### src/rtl/peripheral_nibble_adder_seq_if.sv
// Bundle between the nibble sequencer, its application-side requester and the external 4-bit
// ripple-carry adder slice.
interface peripheral_nibble_adder_seq_if #(
    parameter int unsigned WIDTH = 16
) ();
    // Application side
    logic             start;
    logic             sub;
    logic             cin_in;
    logic [WIDTH-1:0] op_a;
    logic [WIDTH-1:0] op_b;
    logic             busy;
    logic             done;
    logic [WIDTH-1:0] result;
    logic             cout;
    logic             ovf;

    // Adder slice side
    logic [3:0]       add_x;
    logic [3:0]       add_y;
    logic             add_cin;
    logic [3:0]       add_sum;
    logic             add_cout;

    // Sequencer view
    modport slave (
        input  start, sub, cin_in, op_a, op_b, add_sum, add_cout,
        output busy, done, result, cout, ovf, add_x, add_y, add_cin
    );

    // Requester / adder view
    modport master (
        output start, sub, cin_in, op_a, op_b, add_sum, add_cout,
        input  busy, done, result, cout, ovf, add_x, add_y, add_cin
    );
endinterface

### src/rtl/peripheral_nibble_adder_seq.sv
// Nibble-serial add/subtract sequencer. Feeds one 4-bit slice of each operand per cycle to an
// external ripple-carry adder, threads the carry between slices, and assembles the result.
module peripheral_nibble_adder_seq #(
    parameter int unsigned WIDTH = 16
) (
    input  logic                         mclk,
    input  logic                         puc_rst,
    peripheral_nibble_adder_seq_if.slave bus
);
    localparam int unsigned NIB  = WIDTH / 4;
    localparam int unsigned IdxW = (NIB > 1) ? $clog2(NIB) : 1;
    localparam logic [IdxW-1:0] IdxLast = IdxW'(NIB - 1);

    typedef enum logic [1:0] {StIdle, StRun, StDone} state_e;

    state_e           state_q, state_d;
    logic [WIDTH-1:0] a_q, a_d;
    logic [WIDTH-1:0] b_q, b_d;
    logic             carry_q, carry_d;
    logic [IdxW-1:0]  idx_q, idx_d;
    logic [WIDTH-1:0] result_q, result_d;
    logic             cout_q, cout_d;
    logic             ovf_q, ovf_d;

    logic             busy, done, add_cin;
    logic [3:0]       add_x, add_y;

    // Next-state, datapath capture and decoded outputs
    always_comb begin
        state_d  = state_q;
        a_d      = a_q;
        b_d      = b_q;
        carry_d  = carry_q;
        idx_d    = idx_q;
        result_d = result_q;
        cout_d   = cout_q;
        ovf_d    = ovf_q;
        busy     = 1'b0;
        done     = 1'b0;
        add_x    = 4'h0;
        add_y    = 4'h0;
        add_cin  = 1'b0;

        unique case (state_q)
            StIdle: begin
                if (bus.start) begin
                    // Subtraction is A + ~B + 1; cin_in only matters for addition
                    a_d      = bus.op_a;
                    b_d      = bus.sub ? ~bus.op_b : bus.op_b;
                    carry_d  = bus.sub ? 1'b1 : bus.cin_in;
                    idx_d    = '0;
                    result_d = '0;
                    cout_d   = 1'b0;
                    ovf_d    = 1'b0;
                    state_d  = StRun;
                end
            end
            StRun: begin
                busy    = 1'b1;
                add_x   = a_q[4*idx_q +: 4];
                add_y   = b_q[4*idx_q +: 4];
                add_cin = carry_q;
                result_d[4*idx_q +: 4] = bus.add_sum;
                carry_d = bus.add_cout;
                if (idx_q == IdxLast) begin
                    // Sign of the top slice decides overflow against the effective operands
                    cout_d  = bus.add_cout;
                    ovf_d   = (a_q[WIDTH-1] ^ bus.add_sum[3]) & (b_q[WIDTH-1] ^ bus.add_sum[3]);
                    idx_d   = '0;
                    state_d = StDone;
                end else begin
                    idx_d = idx_q + IdxW'(1);
                end
            end
            StDone: begin
                busy    = 1'b1;
                done    = 1'b1;
                state_d = StIdle;
            end
            default: state_d = StIdle;
        endcase
    end

    // State and datapath registers, asynchronously cleared
    always_ff @(posedge mclk or posedge puc_rst) begin
        if (puc_rst) begin
            state_q  <= StIdle;
            a_q      <= '0;
            b_q      <= '0;
            carry_q  <= 1'b0;
            idx_q    <= '0;
            result_q <= '0;
            cout_q   <= 1'b0;
            ovf_q    <= 1'b0;
        end else begin
            state_q  <= state_d;
            a_q      <= a_d;
            b_q      <= b_d;
            carry_q  <= carry_d;
            idx_q    <= idx_d;
            result_q <= result_d;
            cout_q   <= cout_d;
            ovf_q    <= ovf_d;
        end
    end

    assign bus.busy    = busy;
    assign bus.done    = done;
    assign bus.result  = result_q;
    assign bus.cout    = cout_q;
    assign bus.ovf     = ovf_q;
    assign bus.add_x   = add_x;
    assign bus.add_y   = add_y;
    assign bus.add_cin = add_cin;
endmodule
### src/flat_wrapper.sv
// flat-port wrapper written by rule: the top's interface ports become plain ports
module peripheral_nibble_adder_seq_flat 
#(
    parameter int unsigned WIDTH = 16
)
  (mclk, puc_rst, bus_start, bus_sub, bus_cin_in, bus_op_a, bus_op_b, bus_add_sum, bus_add_cout, bus_busy, bus_done, bus_result, bus_cout, bus_ovf, bus_add_x, bus_add_y, bus_add_cin);
  peripheral_nibble_adder_seq_if #(.WIDTH(WIDTH)) bus_i ();
  input  logic mclk;
  input  logic puc_rst;
  input wire logic [$bits(bus_i.start)-1:0] bus_start;
  input wire logic [$bits(bus_i.sub)-1:0] bus_sub;
  input wire logic [$bits(bus_i.cin_in)-1:0] bus_cin_in;
  input wire logic [$bits(bus_i.op_a)-1:0] bus_op_a;
  input wire logic [$bits(bus_i.op_b)-1:0] bus_op_b;
  input wire logic [$bits(bus_i.add_sum)-1:0] bus_add_sum;
  input wire logic [$bits(bus_i.add_cout)-1:0] bus_add_cout;
  output wire logic [$bits(bus_i.busy)-1:0] bus_busy;
  output wire logic [$bits(bus_i.done)-1:0] bus_done;
  output wire logic [$bits(bus_i.result)-1:0] bus_result;
  output wire logic [$bits(bus_i.cout)-1:0] bus_cout;
  output wire logic [$bits(bus_i.ovf)-1:0] bus_ovf;
  output wire logic [$bits(bus_i.add_x)-1:0] bus_add_x;
  output wire logic [$bits(bus_i.add_y)-1:0] bus_add_y;
  output wire logic [$bits(bus_i.add_cin)-1:0] bus_add_cin;
  assign bus_i.start = bus_start;
  assign bus_i.sub = bus_sub;
  assign bus_i.cin_in = bus_cin_in;
  assign bus_i.op_a = bus_op_a;
  assign bus_i.op_b = bus_op_b;
  assign bus_i.add_sum = bus_add_sum;
  assign bus_i.add_cout = bus_add_cout;
  assign bus_busy = bus_i.busy;
  assign bus_done = bus_i.done;
  assign bus_result = bus_i.result;
  assign bus_cout = bus_i.cout;
  assign bus_ovf = bus_i.ovf;
  assign bus_add_x = bus_i.add_x;
  assign bus_add_y = bus_i.add_y;
  assign bus_add_cin = bus_i.add_cin;
  peripheral_nibble_adder_seq #(.WIDTH(WIDTH)) u_core (.mclk(mclk), .puc_rst(puc_rst), .bus(bus_i));
endmodule
### config.mk
export PLATFORM = sky130hd
export DESIGN_NAME = peripheral_nibble_adder_seq_flat
export DESIGN_NICKNAME = d
export VERILOG_FILES = /design/src/rtl/peripheral_nibble_adder_seq_if.sv /design/src/rtl/peripheral_nibble_adder_seq.sv /design/src/flat_wrapper.sv
export SDC_FILE = /design/constraint.sdc
export NUM_CORES = 1
export LEC_CHECK = 0
export ABC_CLOCK_PERIOD_IN_PS = 2060
export CORE_UTILIZATION = 49
export DETAILED_ROUTE_END_ITERATION = 16
export GPL_TIMING_DRIVEN = 0
export HOLD_SLACK_MARGIN = 0.1
export PLACE_DENSITY = 0.8
export REMOVE_ABC_BUFFERS = 1
export SYNTH_ARGS = -nofsm -noshare
export SYNTH_HDL_FRONTEND = slang
export SYNTH_SLANG_ARGS = --single-unit
### constraint.sdc
create_clock -name mclk -period 2.06 [get_ports mclk]
set_clock_uncertainty 0.05 [all_clocks]
set_input_delay 0.412 -clock mclk [delete_from_list [all_inputs] [get_ports mclk]]
set_output_delay 0.412 -clock mclk [all_outputs]
set_load 0.02 [all_outputs]
==> impl_summary.txt <==
----------------------------------------------------
[Synth]
  Count of distinct cell types in the synthesized netlist ... 40
  Cell area after synthesis ... 0.00281 mm^2
  Asr flop ratio synth ... 1.00
  Sequential cell area fraction in the yosys report ... 0.490
  Post-Synthesis Mean Instance Area ... 12.4 um^2
  Number of enable flip-flop cells after synthesis ... 0
  Number of warnings issued by yosys ... 0
  #FFs+latches synth ... 55
  Area share of the largest cell type after synthesis ... 0.490
  Gate count of the mapped netlist ... 227
  Prevailing post-synth register cell ... sky130_fd_sc_hd__dfrtp_1
  Most area-hungry cell type in the Yosys netlist ... sky130_fd_sc_hd__dfrtp_1
  Cell types with the largest area share after synthesis ... sky130_fd_sc_hd__dfrtp_1 (49%), sky130_fd_sc_hd__mux2_2 (7.2%), sky130_fd_sc_hd__a22o_1 (5.0%)

[Route]
  Initial DRC count ... 156
  Routed WL ... 5940 um
  Pre-Repair DR Iteration Count ... 4
  Vias post-DR ... 2050
  Average wire per cell in the routed design ... 15.6 um
  Remaining number of nets flagged by the antenna check after routing ... 0
  Number of vias per cell after detailed routing ... 5.37
  Remaining routing DRC violations ... 0

[Placed design]
  Total placed instance area ... 0.00353 mm^2
  Worst slack after detailed placement ... -585 ps
  Sum of net half-perimeters after detailed placement ... 3940 um
  Count of buffers inserted at the top-level ports ... 70
  Weighted congestion at the end of routability-driven global placement ... 0.732

[Timing]
  Max Fclk ... 463 MHz
  Final worst slack ... -99.9 ps
  Fin Hold WS ... 354 ps
  Final setup vio count ... 8
  Number of hold-slack violations in the final timing report ... 0
  Shortest clock period the worst path allows after layout ... 2160 ps
  Portion of the clock cycle consumed by the worst path in the final layout ... 1.05
  Slew at the pin with the worst max-slew slack ... 929 ps
  Count of final max-slew check failures ... 0
  Setup tns final ... -509 ps
  Worst slew margin relative to its limit ... 0.380
  RSZ-0062 raised after global routing ... true

[Cells and area]
  Number of antenna diodes ... 0
  Sequential cell area ... 0.00138 mm^2
  Net total in the final layout ... 361
  Area growth from synthesis to layout ... 36.4%
  Filler cells ... 424
  Layout cells sized above 1 ... 0.268
  Top library cells by usage in the layout, fill and taps aside ... sky130_fd_sc_hd__clkdlybuf4s50_1 (58), sky130_fd_sc_hd__dfrtp_1 (53), sky130_fd_sc_hd__o21ai_0 (21)
  Final Instance Area ... 0.00383 mm^2
  Area of the multi-input gates ... 0.00135 mm^2
  Most frequent standard cell in the layout excluding fill and tap cells ... sky130_fd_sc_hd__clkdlybuf4s50_1

[Floorplan]
  IO Count ... 71
  Horizontal extent of the die ... 77.7 um
  Die height ... 77.7 um
  Initial standard-cell utilization of the core ... 0.510
  Standard cell core area ... 0.00551 mm^2
  Number of standard-cell rows in the floorplan ... 27
  Area of the die ... 0.00603 mm^2

[Global route]
  First-pass GRT wire length ... 9950 um
  Vias in the first global route ... 2070
  Met2 layer usage reported by global route ... 0.364
  Gr usage total ... 0.214
  Layer with the highest usage ... met2
  Initial antenna violation count ... 0
  Largest net degree at the start of global routing ... 49
  Remaining global-route overflow ... 0
  Met1 Track Usage GR ... 0.273
  Met3 layer usage reported by global route ... 0.0541

[Critical path]
  Capturing element type of the critical path ... output port
  Worst Setup Path Type ... reg2out
  Flop2flop setup slack ... 70 ps
  Required time worst endpoint ... 1600 ps
  Type of element launching the critical path ... flop
  Critical path fanouts, max ... 6
  Source of the worst register-to-register timing path ... u_core.state_q[1]
  CP arrival ... 1700 ps
  Reg2Reg Depth ... 8
  Endpoint of the most critical register-to-register path ... u_core.carry_q

[Run status]
  Failing checks ... negative setup slack
  Run status ... complete, but fails checks

[Clocking]
  Number of clock buffers inserted by TritonCTS ... 5
  Number of H-tree levels ... 2
  Latest clock arrival within the worst-skew pair ... 310 ps
  Number of buffers on the longest clock path ... 2
  CTS Root Cell ... sky130_fd_sc_hd__clkbuf_8
  Sinks on Clock Net ... 55
  TritonCTS clock tree ... built
  Clock slew at the register clock pins of the worst setup and hold paths ... 100 ps
  Hold buffer count at cts ... 0

[Flow run]
  Number of max-capacitance violations reported ... 0

[Power and ir drop]
  Power density of the placed cells ... 1330 mW/mm^2
  Max VDD drop ... 0.942 mV
  Static Leakage ... 1.68 nW
  Post-layout total power ... 5.11 mW

[Worst hold path]
  Class of the most critical hold timing path ... in2async

----------------------------------------------------
## cells in the mapped netlist, types with 2 or more instances
library cell,count
sky130_fd_sc_hd__a21oi_1,4
sky130_fd_sc_hd__ha_1,10
sky130_fd_sc_hd__nand2_1,20
sky130_fd_sc_hd__o221ai_1,3
sky130_fd_sc_hd__nor2_1,3
sky130_fd_sc_hd__a22o_1,16
sky130_fd_sc_hd__o21ai_0,21
sky130_fd_sc_hd__nor2b_1,3
sky130_fd_sc_hd__mux4_2,4
sky130_fd_sc_hd__nor4bb_1,2
sky130_fd_sc_hd__mux2_2,18
sky130_fd_sc_hd__mux4_1,4
sky130_fd_sc_hd__dfrtp_1,55
sky130_fd_sc_hd__buf_6,4
sky130_fd_sc_hd__clkbuf_1,2
sky130_fd_sc_hd__inv_1,6
sky130_fd_sc_hd__and2_1,9
sky130_fd_sc_hd__xnor2_1,16
sky130_fd_sc_hd__buf_2,6
## repair_timing
action                     in CTS  in global routing
setup endpoints to repair      44                 17
gates resized for setup        71                  8
pin swaps                       6                  1
setup buffers                  16                  1
## final cells by class
class                      instances  share of cell area
timing repair buffer              88               0.230
clock inverter                     2             0.00425
inverter                           7             0.00686
multi-input combinational        152               0.353
sequential                        55               0.361
tap                               72              0.0235
clock buffer                       6              0.0216
## state kept, by name, summed over array words and instances, names as in the netlist
signal and flops:
u_core.state_q 2, u_core.bus.cout 1, u_core.carry_q 1, u_core.bus.ovf 1, u_core.idx_q 2, u_core.b_q 16, u_core.a_q 16, u_core.bus.result 16
## report_power, final
group / internal, mW / switching (mW)
clock network: 0.275 / 0.364
logic: 1.46 / 1.24
registers: 1.50 / 0.270
total: 3.23 / 1.88
## through the flow
step                std cells   util
floorplan                 214      -
global placement          356  0.637
detailed placement        357  0.641
CTS                       381  0.690
global route              382  0.695
finish                    382  0.695
## metal layers
layer,vias up,wire [um],part of all wire
met5,-,0,0
met4,0,65,0.011
met3,6,355,0.060
met2,60,2980,0.50
met1,1011,2550,0.43
li1,973,-,-
## critical path, stage by stage (launching register included)
cell,delay [ps]
sky130_fd_sc_hd__dfrtp_4,500
sky130_fd_sc_hd__buf_6,130
sky130_fd_sc_hd__mux4_2,480
sky130_fd_sc_hd__and2_4,160
sky130_fd_sc_hd__buf_6,120
## worst max path at each step
| stage | start | end | cells after the start |
|---|---|---|---|
| global route | u_core.idx_q[0] | bus_add_x[3] | 3 |
| floorplan | u_core.state_q[0] | u_core.a_q[0] | 4 |
| finish | u_core.idx_q[0] | bus_add_x[2] | 4 |
| global placement | bus_start | u_core.a_q[5] | 3 |
| detailed placement | u_core.idx_q[0] | bus_add_x[3] | 3 |
| CTS | u_core.idx_q[0] | bus_add_x[2] | 4 |
## cells by family after synthesis
family          after synthesis  share of synthesized area
compound gates               48                      0.113
mux                          28                      0.151
buf+inv                      20                     0.0415
fa+ha+maj                    10                     0.0446
flops                        55                      0.490
xor+xnor                     16                     0.0499
simple gates                 50                      0.110
Power figures use the tool's default switching activity.
